File: config.mk
export PLATFORM = sky130hd
export DESIGN_NAME = serial_adder_nand
export DESIGN_NICKNAME = d
export VERILOG_FILES = /design/src/rtl/serial_add_pkg.sv /design/src/rtl/fa_nand.sv /design/src/rtl/serial_adder_nand.sv
export SDC_FILE = /design/constraint.sdc
export NUM_CORES = 1
export LEC_CHECK = 0
export CORE_ASPECT_RATIO = 0.75
export CORE_MARGIN = 2
export CORE_UTILIZATION = 25
export DETAILED_ROUTE_END_ITERATION = 6
export DONT_BUFFER_PORTS = 1
export SLEW_MARGIN = 20
export SYNTH_ARGS = -nofsm -noshare
export SYNTH_HDL_FRONTEND = slang
export SYNTH_SLANG_ARGS = --single-unit
File: constraint.sdc
create_clock -name clk -period 3.6 [get_ports clk]
set_clock_uncertainty 0.15 [all_clocks]
set_input_delay 0.54 -clock clk [delete_from_list [all_inputs] [get_ports clk]]
set_output_delay 0.54 -clock clk [all_outputs]
set_load 0.02 [all_outputs]
File: src/rtl/serial_add_pkg.sv
// Shared definitions for the bit-serial NAND adder: FSM encoding and default width.
package serial_add_pkg;

  localparam int unsigned DEFAULT_WIDTH = 8;

  typedef enum logic [1:0] {
    IDLE  = 2'b00,
    SHIFT = 2'b01,
    DONE  = 2'b10
  } state_t;

endpackage : serial_add_pkg

File: src/rtl/fa_nand.sv
// One-bit full adder built from nine 2-input NAND gates.
module fa_nand (
  input  logic a,
  input  logic b,
  input  logic cin,
  output logic sum,
  output logic cout
);

  logic n1, n2, n3, x1, n5, n6, n7;

  // First four gates form a XOR b; n1 doubles as the generate term for cout.
  assign n1   = ~(a & b);
  assign n2   = ~(a & n1);
  assign n3   = ~(b & n1);
  assign x1   = ~(n2 & n3);
  assign n5   = ~(x1 & cin);
  assign n6   = ~(x1 & n5);
  assign n7   = ~(cin & n5);
  assign sum  = ~(n6 & n7);
  assign cout = ~(n1 & n5);

endmodule : fa_nand

File: src/rtl/serial_adder_nand.sv
// LSB-first bit-serial adder: one NAND full-adder slice per cycle, carry held in a flop,
// start/busy/done handshake with registered outputs.
module serial_adder_nand
  import serial_add_pkg::*;
#(
  parameter int unsigned WIDTH = DEFAULT_WIDTH
) (
  input  logic             clk,
  input  logic             rst_n,
  input  logic             start,
  input  logic [WIDTH-1:0] a,
  input  logic [WIDTH-1:0] b,
  input  logic             cin,
  output logic             busy,
  output logic             done,
  output logic [WIDTH-1:0] sum,
  output logic             cout
);

  localparam int unsigned    CW   = (WIDTH > 1) ? $clog2(WIDTH) : 1;
  localparam logic [CW-1:0]  LAST = CW'(WIDTH - 1);

  state_t           state_q;
  logic [WIDTH-1:0] a_sh_q, b_sh_q, acc_q, acc_d, sum_q;
  logic [CW-1:0]    cnt_q;
  logic             carry_q, cout_q, busy_q, done_q;
  logic             s_w, c_w;

  fa_nand u_fa (
    .a    (a_sh_q[0]),
    .b    (b_sh_q[0]),
    .cin  (carry_q),
    .sum  (s_w),
    .cout (c_w)
  );

  // The final slice's sum bit completes the accumulator in the same edge it is latched to sum.
  assign acc_d = {s_w, acc_q[WIDTH-1:1]};

  always_ff @(posedge clk or negedge rst_n) begin
    if (!rst_n) begin
      state_q <= IDLE;
      a_sh_q  <= '0;
      b_sh_q  <= '0;
      acc_q   <= '0;
      sum_q   <= '0;
      cnt_q   <= '0;
      carry_q <= 1'b0;
      cout_q  <= 1'b0;
      busy_q  <= 1'b0;
      done_q  <= 1'b0;
    end else begin
      case (state_q)
        IDLE: begin
          done_q <= 1'b0;
          if (start) begin
            a_sh_q  <= a;
            b_sh_q  <= b;
            carry_q <= cin;
            cnt_q   <= '0;
            acc_q   <= '0;
            busy_q  <= 1'b1;
            state_q <= SHIFT;
          end
        end
        SHIFT: begin
          acc_q   <= acc_d;
          a_sh_q  <= {1'b0, a_sh_q[WIDTH-1:1]};
          b_sh_q  <= {1'b0, b_sh_q[WIDTH-1:1]};
          carry_q <= c_w;
          if (cnt_q == LAST) begin
            sum_q   <= acc_d;
            cout_q  <= c_w;
            busy_q  <= 1'b0;
            done_q  <= 1'b1;
            state_q <= DONE;
          end else begin
            cnt_q <= cnt_q + 1'b1;
          end
        end
        DONE: begin
          done_q  <= 1'b0;
          state_q <= IDLE;
        end
        default: begin
          busy_q  <= 1'b0;
          done_q  <= 1'b0;
          state_q <= IDLE;
        end
      endcase
    end
  end

  assign busy = busy_q;
  assign done = done_q;
  assign sum  = sum_q;
  assign cout = cout_q;

endmodule : serial_adder_nand

==> run summary <==
=================================================================================
Most common cell in the synthesized netlist                               dfrtp_1
Cell count after synthesis                                                    140
Synth Area per Inst                                                    12.8 sq um
Synthesized flop and latch total                                               40
Post-DRT Antenna Nets                                                           0
Max-cap violations                                                              0
Hold Violations, Final                                                          0
Ratio of cells with drive above 1 in the final layout                       0.248
ANT cells                                                                       0
Delay contributed by the slowest stage of the critical path               0.44 ns
Vias/cell                                                                    4.51
Die boundary height                                                       77.3 um
TritonCTS clock tree                                                         done
CTS sink count                                                                 40
Top post-synthesis cells by area                                     dfrtp_1 (56%), mux2_4 (7.6%), o221a_2 (5.0%), nand3b_1 (3.4%), a22o_2 (2.8%)
Cells along the critical path                                        ha_1 -> ha_1 -> nand2_8 -> mux2_4
Yosys top cell by area                                                    dfrtp_1
Largest voltage drop on the vdd net                                      0.219 mV
Worst Path Arrival                                                        1.80 ns
Area growth from synthesis to layout                                        10.6%
Register area share after synthesis                                         0.559
Horizontal die dimension                                                   102 um
Setup crit end kind                                                     flip-flop
Area share of the leading cell type in the synthesized netlist              0.559
Total length of routed wires                                              3560 um
Synth cell types                                                               30
Number of global-route vias before repair                                    1056
Post-synthesis cell area                                               1790 sq um
Leak Pwr                                                                 0.864 nW
Type of the worst setup path                                           reg -> reg
Clock latency on the worst-skew pair                                      0.30 ns
Register clock-pin slew on the reported worst setup and hold paths        0.09 ns
Placeable Area                                                         6860 sq um
Areal power density over the cells                                    903 nW/um^2
Number of buffers added to fix hold violations after cts                        2
Measured slew at the worst slew-check pin                                0.826 ns
HPWL after detailed placement                                             2370 um
Setup total negative slack                                                   0 ns
Net Count, Synth                                                              163
Detail-routed net length per standard cell                                14.9 um
Gates resized, CTS repair                                                       0
Vias                                                                         1077
Largest net degree at the start of global routing                              41
Number of endpoints failing setup at the final stage                            0
Crit path max fanout                                                           10
Number of fillers in the final layout                                         696
DRC viols                                                                       0
Slew margin rel.                                                            0.448
Final critical-path required period                                       1.75 ns
FFs w/ async S/R, synth                                                      1.00
Fraction of the cycle the final worst path needs                            0.487
Maximum level of the CTS H-tree                                                 2
Buffer cell driving the clock tree root                                  clkbuf_8
Count of nets after finishing                                                 163
Kind of launch point of the worst setup path                            flip-flop
Cell types with the highest counts after synthesis                   dfrtp_1 (40), nor2_1 (12), a21oi_1 (9), mux2_4 (9)
Worst min-delay path category                                           in -> reg
Number of clock buffers inserted by TritonCTS                                   5
Grt total ovfl                                                                  0
Number of port buffers                                                          0
Count of TritonRoute iterations in the first routing pass                       4
Worst-case clock buffer depth                                                   2
Number of I/O pins                                                             31
Result of the run                                                    finished clean
Buffers inserted during post-CTS setup optimization                             0
Die Area                                                               7860 sq um
Total routing resource utilization after global routing                    0.0970
Required arrival time at the worst endpoint                               3.64 ns
Worst min-delay path startpoint                                              a[7]
Standard-cell row count                                                        26
First-pass GRT wire length                                                5750 um
Final Wtd Congestion                                                        0.697
Final Power                                                             0.00179 W
Synthesis Warnings                                                              0
Flip-flop cell with the highest count after synthesis                     dfrtp_1
Violation count after the first detailed-route iteration                       43
Master of the slowest instance on the critical path                          ha_1
Most used cell along the critical path                                       ha_1
Setup repair after global routing missed its margin                            no
Launch point of the worst path                                           cnt_q[0]
Max Freq                                                                  571 MHz
Starting Density                                                            0.261
Count of flip-flops with a built-in enable after synthesis                      0
Number of slew-limit violations in the final report                             0
Antenna violations before repair                                                0
Launch point of the worst reg-to-reg path                                cnt_q[0]
=================================================================================
[worst max-delay path, delay by kind of cell, from the launching register on]
kind | cells | cell delay [ns]
flops | 1 | 0.40
simple gates | 1 | 0.17
mux | 1 | 0.33
fa+ha+maj | 2 | 0.61
[through the flow]
stage / worst slack [ns] / area [sq um] / hold slack [ns] / instances / utilization
4_1_cts: 1.85 / 1980 / 0.222 / 239 / 0.288
3_5_place_dp: 1.85 / 1830 / 0.0954 / 229 / 0.267
3_3_place_gp: 1.86 / 1830 / 0.0958 / 229 / 0.267
2_1_floorplan: 2.01 / 1790 / 0.0944 / 140 / -
6_report: 1.85 / 1980 / 0.227 / 239 / 0.288
5_1_grt: 1.75 / 1980 / 0.231 / 239 / 0.288
[routing by layer]
layer	global-route usage	vias up	wire, um
li1	-	513	-
met1	0.137	535	1800
met2	0.122	22	1420
met3	0.0538	7	303
met4	0.0324	0	38
met5	0	-	0
[path summary, 6_finish.rpt]
kind	endpoint	slack (ns)	cells after the start
max in group asynchronous	a_sh_q[7]	2.55	2
hold reg to reg	acc_q[1]	0.35	1
setup reg to reg	sum[0]	1.85	4
hold / removal	a_sh_q[7]	0.23	2
min in group asynchronous	done	0.56	2
setup / recovery	sum[0]	1.85	4
[layout make-up]
cell class | count | area, sq um | area share
clock inverters | 3 | 46.3 | 0.0234
flip-flops and latches | 40 | 1000 | 0.506
clock buffers | 5 | 68.8 | 0.0348
multi-input cells | 87 | 696 | 0.351
well taps | 98 | 123 | 0.0619
inverters | 4 | 15.0 | 0.00759
repair buffers | 2 | 30.0 | 0.0152
[state kept, by name, indices dropped and copies added (netlist names), 2 cells and up]
register	count
cnt_q	3
a_sh_q	8
b_sh_q	8
acc_q	7
state_q	2
sum	8
[power breakdown]
part	switching [W]	internal (W)
logic	0.000240	0.000296
registers	0.000221	0.000646
clock network	0.000175	0.000209
[layout by cell type (no fill, tap or decap), drive strengths merged]
cell / netlist / layout
mux2: 9 / 9
nor2: 12 / 12
and2b: 1 / 1
o21ba: 1 / 1
buf: 8 / 1
bufinv: 0 / 1
fa: 1 / 1
nor2b: 1 / 1
nand2b: 2 / 2
a32o: 1 / 1
clkbuf: 1 / 5
clkinv: 1 / 1
inv: 3 / 4
a21oi: 9 / 9
dlygate4sd3: 0 / 1
ha: 2 / 2
a22oi: 1 / 1
a22o: 8 / 8
nor3: 1 / 1
o22ai: 7 / 7
o21ai: 5 / 5
dfrtp: 40 / 40
nand2: 6 / 6
nand3: 3 / 3
o221a: 8 / 8
clkinvlp: 0 / 1
o21bai: 1 / 1
nand3b: 8 / 8
[kinds of logic after synthesis]
| group | after synthesis | share of synthesized area |
|---|---|---|
| AO/OA/AOI/OAI | 41 | 0.176 |
| flip-flops | 40 | 0.559 |
| AND/OR/NAND/NOR | 34 | 0.112 |
| buffers and inverters | 13 | 0.0517 |
| multiplexers | 9 | 0.0755 |
| adder cells (fa/ha/maj) | 3 | 0.0252 |
Power figures use the tool's default switching activity.
